===== config.mk =====
export PLATFORM = sky130hd
export DESIGN_NAME = spi_rx_trig_gen2
export DESIGN_NICKNAME = d
export VERILOG_FILES = /design/src/rtl/spi_rx_trig_gen2.sv
export SDC_FILE = /design/constraint.sdc
export NUM_CORES = 1
export LEC_CHECK = 0
export ABC_AREA = 1
export ABC_CLOCK_PERIOD_IN_PS = 4400
export BUFFER_PORTS_ARGS = -buffer_cell sky130_fd_sc_hd__buf_2
export CORE_MARGIN = 2
export CORE_UTILIZATION = 40
export CTS_BUF_LIST = sky130_fd_sc_hd__clkbuf_16
export DETAILED_ROUTE_END_ITERATION = 16
export GPL_TIMING_DRIVEN = 0
export SLEW_MARGIN = 10
export SYNTH_ARGS = -nofsm -noshare
export SYNTH_HDL_FRONTEND = slang
export SYNTH_SLANG_ARGS = --single-unit

===== constraint.sdc =====
create_clock -name clk -period 4.4 [get_ports clk]
set_clock_uncertainty 0.05 [all_clocks]
set_input_delay 0.22 -clock clk [delete_from_list [all_inputs] [get_ports clk]]
set_output_delay 0.22 -clock clk [all_outputs]
set_load 0.02 [all_outputs]

===== src/rtl/spi_rx_trig_gen2.sv =====
// SPI receive trigger: oversamples SS_n/SCLK/MOSI on clk, assembles programmable-length
// words MSB- or LSB-first, exports them, and pulses SPItrig when a chosen word matches.
module spi_rx_trig_gen2 #(
   parameter int MAX_W  = 32,
   parameter int LEN_W  = $clog2(MAX_W + 1),
   parameter int WCNT_W = 4
) (
   input  logic              clk,
   input  logic              rst_n,
   input  logic              SS_n,
   input  logic              SCLK,
   input  logic              MOSI,
   input  logic              edg,
   input  logic              lsb_first,
   input  logic [LEN_W-1:0]  len,
   input  logic [WCNT_W-1:0] word_sel,
   input  logic [MAX_W-1:0]  mask,
   input  logic [MAX_W-1:0]  match,
   output logic              SPItrig,
   output logic [MAX_W-1:0]  rx_data,
   output logic              rx_valid,
   output logic              frame_err
);

   localparam logic [LEN_W-1:0] MAX_LEN = LEN_W'(MAX_W);

   typedef enum logic {IDLE, RX} state_t;

   state_t state;
   state_t state_nxt;

   logic ss_ff1, ss_ff2, ss_ff3;
   logic sclk_ff1, sclk_ff2, sclk_ff3;
   logic mosi_ff1, mosi_ff2, mosi_ff3;

   logic sclk_rise;
   logic sclk_fall;
   logic start_frame;
   logic end_frame;
   logic do_shift;

   logic              cfg_edg;
   logic              cfg_lsb;
   logic [LEN_W-1:0]  cfg_len;
   logic [WCNT_W-1:0] cfg_word_sel;
   logic [MAX_W-1:0]  cfg_mask;
   logic [MAX_W-1:0]  cfg_match;

   logic [LEN_W-1:0]  len_sat;
   logic [LEN_W-1:0]  bit_cnt;
   logic [LEN_W-1:0]  bit_cnt_inc;
   logic [WCNT_W-1:0] word_cnt;
   logic [MAX_W-1:0]  word_reg;
   logic [MAX_W-1:0]  word_next;
   logic [MAX_W-1:0]  lenmask;
   logic              word_done;
   logic              word_hit;

   // Three-flop synchronisers; SS idles high so a reset never looks like a frame start
   always_ff @(posedge clk or negedge rst_n) begin
      if (!rst_n) begin
         ss_ff1   <= 1'b1;
         ss_ff2   <= 1'b1;
         ss_ff3   <= 1'b1;
         sclk_ff1 <= 1'b0;
         sclk_ff2 <= 1'b0;
         sclk_ff3 <= 1'b0;
         mosi_ff1 <= 1'b0;
         mosi_ff2 <= 1'b0;
         mosi_ff3 <= 1'b0;
      end else begin
         ss_ff1   <= SS_n;
         ss_ff2   <= ss_ff1;
         ss_ff3   <= ss_ff2;
         sclk_ff1 <= SCLK;
         sclk_ff2 <= sclk_ff1;
         sclk_ff3 <= sclk_ff2;
         mosi_ff1 <= MOSI;
         mosi_ff2 <= mosi_ff1;
         mosi_ff3 <= mosi_ff2;
      end
   end

   assign sclk_rise = sclk_ff2 & ~sclk_ff3;
   assign sclk_fall = ~sclk_ff2 & sclk_ff3;
   assign len_sat   = ((len == '0) || (len > MAX_LEN)) ? MAX_LEN : len;

   always_ff @(posedge clk or negedge rst_n) begin
      if (!rst_n) begin
         state <= IDLE;
      end else begin
         state <= state_nxt;
      end
   end

   // Frame end wins over a coincident SCLK edge, so that edge never reaches the assembler
   always_comb begin
      state_nxt   = state;
      start_frame = 1'b0;
      end_frame   = 1'b0;
      do_shift    = 1'b0;
      case (state)
         IDLE: begin
            if (!ss_ff3) begin
               state_nxt   = RX;
               start_frame = 1'b1;
            end
         end
         RX: begin
            if (ss_ff3) begin
               state_nxt = IDLE;
               end_frame = 1'b1;
            end else begin
               do_shift = cfg_edg ? sclk_rise : sclk_fall;
            end
         end
         default: state_nxt = IDLE;
      endcase
   end

   always_comb begin
      lenmask = '0;
      for (int i = 0; i < MAX_W; i++) begin
         lenmask[i] = (LEN_W'(i) < cfg_len);
      end
   end

   assign bit_cnt_inc = bit_cnt + 1'b1;
   assign word_next   = cfg_lsb ? (word_reg | (MAX_W'(mosi_ff3) << bit_cnt))
                                : {word_reg[MAX_W-2:0], mosi_ff3};
   assign word_done   = do_shift && (bit_cnt_inc == cfg_len);
   assign word_hit    = (word_cnt == cfg_word_sel) &&
                        (((word_next ^ cfg_match) & ~cfg_mask & lenmask) == '0);

   // Configuration is captured once per frame; the pins may change freely during RX
   always_ff @(posedge clk or negedge rst_n) begin
      if (!rst_n) begin
         cfg_edg      <= 1'b0;
         cfg_lsb      <= 1'b0;
         cfg_len      <= '0;
         cfg_word_sel <= '0;
         cfg_mask     <= '0;
         cfg_match    <= '0;
         bit_cnt      <= '0;
         word_cnt     <= '0;
         word_reg     <= '0;
      end else if (start_frame) begin
         cfg_edg      <= edg;
         cfg_lsb      <= lsb_first;
         cfg_len      <= len_sat;
         cfg_word_sel <= word_sel;
         cfg_mask     <= mask;
         cfg_match    <= match;
         bit_cnt      <= '0;
         word_cnt     <= '0;
         word_reg     <= '0;
      end else if (do_shift) begin
         if (word_done) begin
            bit_cnt  <= '0;
            word_reg <= '0;
            if (word_cnt != '1) begin
               word_cnt <= word_cnt + 1'b1;
            end
         end else begin
            bit_cnt  <= bit_cnt_inc;
            word_reg <= word_next;
         end
      end
   end

   // Once word_cnt saturates, every later word is treated as the last index
   always_ff @(posedge clk or negedge rst_n) begin
      if (!rst_n) begin
         rx_data   <= '0;
         rx_valid  <= 1'b0;
         SPItrig   <= 1'b0;
         frame_err <= 1'b0;
      end else begin
         rx_valid  <= word_done;
         SPItrig   <= word_done && word_hit;
         frame_err <= end_frame && (bit_cnt != '0);
         if (word_done) begin
            rx_data <= word_next & lenmask;
         end
      end
   end

endmodule


# After elaboration in Yosys (flattened, before gate mapping)

Index checks and enable logic that the tools add are counted.

Output and inout port bits: 35
Flip-flop bits (word level): 163

Bitwise operators: 10
Magnitude comparators: 33
Equality and inequality tests: 3
Shift operators: 1
Reductions and logical operators: 12
Muxes and demuxes: 19
Add/subtract/negate cells: 2

Operators by type and width:

| cell                                                  | number |
|---|---|
| two-way mux 32 bit                                    | 4 |
| bitwise AND 32 bit                                    | 3 |
| < comparator 5 x 6 -> 1 bit (first input constant)    | 16 |
| < comparator 4 x 6 -> 1 bit (first input constant)    | 8 |
| zero test 32 bit                                      | 1 |
| NOT 32 bit                                            | 1 |
| OR 32 bit                                             | 1 |
| left shift 1 x 6 -> 32 bit                            | 1 |
| bitwise XOR 32 bit                                    | 1 |
| < comparator 3 x 6 -> 1 bit (first input constant)    | 4 |
| two-way mux 6 bit                                     | 4 |
| two-way mux 4 bit                                     | 4 |
| < comparator 1 x 6 -> 1 bit (first input constant)    | 2 |
| < comparator 2 x 6 -> 1 bit (first input constant)    | 2 |
| two-way mux 1 bit                                     | 7 |
| adder 6 x 1 -> 6 bit (second input constant)          | 1 |
| == test 6 bit                                         | 1 |
| greater-than comparator 6 bit (second input constant) | 1 |
| zero test 6 bit                                       | 1 |
| nonzero test 2 bit                                    | 3 |
| nonzero test 6 bit                                    | 1 |
| adder 4 x 1 -> 4 bit (second input constant)          | 1 |
| == test 4 bit                                         | 1 |
| logical AND 1 bit                                     | 4 |
| other kinds (5)                                       | 7 |

# Longest topological paths before layout

Depth after elaboration: 9
Mapped depth: 15
Gate-level depth less buffers: 14

# Worst setup path before layout

Ideal clock, no wire load.

Kind: reg2reg
Start point: register bit_cnt[1]
End point: register rx_data[31]
Library setup time: 121 ps
Cell stages (with the launch flop): 12
Clock period less this slack: 2066 ps
Slack: 2334 ps
Data arrival time: 1895 ps
Cells stage by stage: dfrtp_1 > inv_1 > ha_1 > inv_1 > nand2_1 > nand2_1 > nor2_1 > nand3_1 > nor3b_4 > nand2_4 > buf_6 > a22o_1

Word-level cells in the longest chain between the ends: 4
Elaborated cells between the ends (all ways): 7

Ends and longest elaborated chain:

| item                                                         | line | RTL |
|---|---|---|
| start: declaration                                           | 50   | `logic [LEN_W-1:0] bit_cnt;` |
| start signal: assignment                                     | 165  | `bit_cnt <= bit_cnt_inc;` |
| branches (longest 4 deep; another with adder 6 x 1 -> 6 bit) | -    |  |
| end signal: assignment                                       | 183  | `rx_data <= word_next & lenmask;` |
| end: declaration                                             | 20   | `output logic [MAX_W-1:0] rx_data,` |

Parallel ways; which one is timed is not known.
A chain may end at the register's enable or synchronous reset.

# Worst setup path in the final report

Start point: register cfg_lsb
End point: register SPItrig

Word-level cells in the longest chain between the ends: 7

Ends and longest elaborated chain:

| item                            | line | RTL |
|---|---|---|
| start: declaration              | 43   | `logic cfg_lsb;` |
| start signal: assignment        | 149  | `cfg_lsb <= lsb_first;` |
| two-way mux 32 bit              | 129  | `assign word_next = cfg_lsb ? (word_reg \| (MAX_W'(mosi_ff3) << bit_cnt))` |
| bitwise XOR 32 bit              | 133  | `(((word_next ^ cfg_match) & ~cfg_mask & lenmask) == '0);` |
| bitwise AND 32 bit (2 in a row) | 133  |  |
| zero test 32 bit                | 133  |  |
| logical AND 1 bit               | 132  | `assign word_hit = (word_cnt == cfg_word_sel) &&` |
| logical AND 1 bit               | 180  | `SPItrig <= word_done && word_hit;` |
| end signal: assignment          | 180  |  |
| end: declaration                | 19   | `output logic SPItrig,` |

No other way between the ends.

==> impl_metrics.yaml <==
status:
  status: "complete, no violations"
hold_path:
  hold_end: "cfg_len[4]"
  hp-start: "len[4]"
  worst_hold_path.num_cells: 3
  hold_class: "in -> reg"
clocking:
  ctsRootBufferMaster: "clkbuf_16"
  insertion_delay_ns: 0.43
  cts_setup_buffers: 0
  cts_tree: "yes"
  clockBufferDepth: 2
  cts_sinks: 163
  cts_buffers: 17
  clk_pin_slew_ns: 0.07
  h-tree-depth: 4
setup_path:
  crit_path_start: "cfg_lsb"
  crit_fanout: 10
  cp-end-kind: "flip-flop"
  crit_arrival_ns: 3.08
  critPathKind: "reg -> reg"
  r2r_cells: 12
  slowest_delay_ns: 0.66
  path_common_cell: "nand2_1"
  crit_slowest_cell: "clkbuf_1"
  cp.required_ns: 4.68
  start_kind: "flip-flop"
  rr_startpoint: "cfg_lsb"
  r2r_slack_ns: 1.60
  path_cells: "inv_2 -> clkbuf_1 -> nand2_1 -> nand2_1 -> nand2_1 -> nand2_1 -> nor2_1 -> nor2_1 -> nand2_1 -> nor2_1 -> nand2_1 -> nor2_1"
  r2r_end: "SPItrig"
timing:
  fin_crit_ns: 2.80
  fmax_mhz: 358
  maxSlewViolCount: 0
  fin_crit_sh_pct: 63.6
  worstMarginPinSlew_ns: 0.865
  finalSetupViolations: 0
  setup_tns_ns: 0
  rsz0062_at_grt: "false"
  hold_violations: 0
  relSlewSlack_pct: 42.3
power:
  ir_worst_vdd_uv: 225
  p_leak_nw: 5.43
  power.density_nw_per_um2: 421
routing:
  drt_iter0_drc: 595
  drt_first_pass_iters: 6
  vias: 8084
  drc: 0
  drtAntennaViolNets: 0
  drt_wl_total_mm: 28.6
  wire_per_inst_um: 18.2
  viasPerCell: 5.15
global_route:
  overflow: 0
  grt_pass1_vias: 7959
  grt_max_degree: 98
  antenna_found_initial: 0
  grtUsageTotal_pct: 26.9
  grt_pass1_wl_mm: 44.5
yosys:
  ys.flop_type: "dfrtp_1"
  ys_top_cells_by_count: "nand2_1 (350), dfrtp_1 (160), nand3_1 (114), inv_1 (110), nor2_1 (98)"
  syn_area_per_cell_um2: 7.73
  yosys.cell_types.count: 35
  syn-num-nets: 1160
  ys_ff_latch: 163
  yosysMostFrequentCell: "nand2_1"
  yosys-top-cells-area: "dfrtp_1 (48%), nand2_1 (16%), nand3_1 (6.9%)"
  synth.yosys.seq_area_share_pct: 49.1
  yosys.area.top_type: "dfrtp_1"
  syn-cell-area_um2: 8310
  ys_warn_count: 0
  synth.top_cell.area_share_pct: 48.2
  async_flop_share_pct: 100
  synth_edf_count: 0
  syn_inst: 1076
layout:
  regArea_um2: 4080
  fin_cells: 1570
  diodes: 0
  area_delta_synth_final_pct: 28.2
  final_nets: 1371
  nFillCells: 2032
  drive_gt1_share_pct: 16.5
  multi_input_area_um2: 3570
flow_run:
  maxCapViolCount: 0
placed_design:
  hpwlAfterDp_mm: 20.5
  gp_congestion: 0.931
  place_inst: 1462
  io_buffers: 115
die:
  pin_count: 116
  fp.dieH_um: 148
  die_x_um: 148
  core_area_um2: 20300
  die_area_um2: 22000
  start_util_pct: 41.0
  num_rows: 52
==> through the flow <==
step | util, % | setup WS, ns | total power, mW | hold slack, ns | instance area (um2)
3_3_place_gp | 45.5 | 0.384 | 2.80 | 0.279 | 9230
3_5_place_dp | 45.6 | 1.68 | 2.81 | 0.160 | 9270
6_report | 52.5 | 1.60 | 4.48 | 0.0140 | 10700
5_1_grt | 52.5 | 1.49 | 4.71 | 0.0170 | 10700
4_1_cts | 52.5 | 1.65 | 4.48 | 0.0109 | 10700
2_1_floorplan | - | 2.33 | 2.44 | -0.126 | 8310
==> metal layers <==
layer	share of wire [%]	GRT usage, %
met1	46	37.7
met2	45	42.1
met3	6.5	5.09
met4	2.9	9.00
met5	0	0
==> critical path, delay by kind of cell (launching register included) <==
kind,cells,cell delay [ns]
buffers and inverters,2,0.88
DFF,1,0.50
and+or+nand+nor,10,1.27
==> area by class of cell <==
class | count | area share [%]
clock buffer | 17 | 3.99
buffer | 43 | 2.09
sequential | 163 | 38.3
timing repair buffer | 192 | 12.9
clock inverter | 15 | 1.91
tap | 270 | 3.17
multi-input combinational | 754 | 33.5
inverter | 116 | 4.09
==> cell families after synthesis <==
group | synth area share, %
AOI/OAI and AO/OA | 11.9
xor gates and xnor gates | 0.527
adders and majority gates | 0.452
buffers and inverters | 7.92
DFF | 49.1
and+or+nand+nor | 30.1
==> where the power goes <==
group	switching (mW)	total, mW	internal, mW
Sequential	0.121	1.80	1.67
Clock	0.669	1.63	0.957
Combinational	0.698	1.06	0.363
==> timing repair <==
action	4_1_cts	5_1_grt
hold endpoints to repair	138	0
endpoints found under the setup margin	0	0
resized for setup	0	0
hold buffers	76	0
==> worst max-delay path by stage <==
stage          slack, ns  cells after the start              end
3_3_place_gp        0.38                      1  cfg_word_sel[0]
6_report            1.60                     12          SPItrig
3_5_place_dp        1.68                     12          SPItrig
4_1_cts             1.65                     12          SPItrig
2_1_floorplan       2.33                     11      rx_data[31]
5_1_grt             1.49                     10          SPItrig
==> cell usage in the layout, fill, tap and decap left out, drive strengths merged, types with 25 or more instances in the layout <==
| cell type | instances |
|---|---|
| nand2 | 355 |
| dfrtp | 160 |
| buf | 136 |
| inv | 121 |
| nand3 | 115 |
| nor2 | 104 |
| o21ai | 81 |
| dlygate4sd3 | 76 |
| clkbuf | 40 |
| o22ai | 28 |
| o31ai | 25 |
Power figures use the tool's default switching activity.
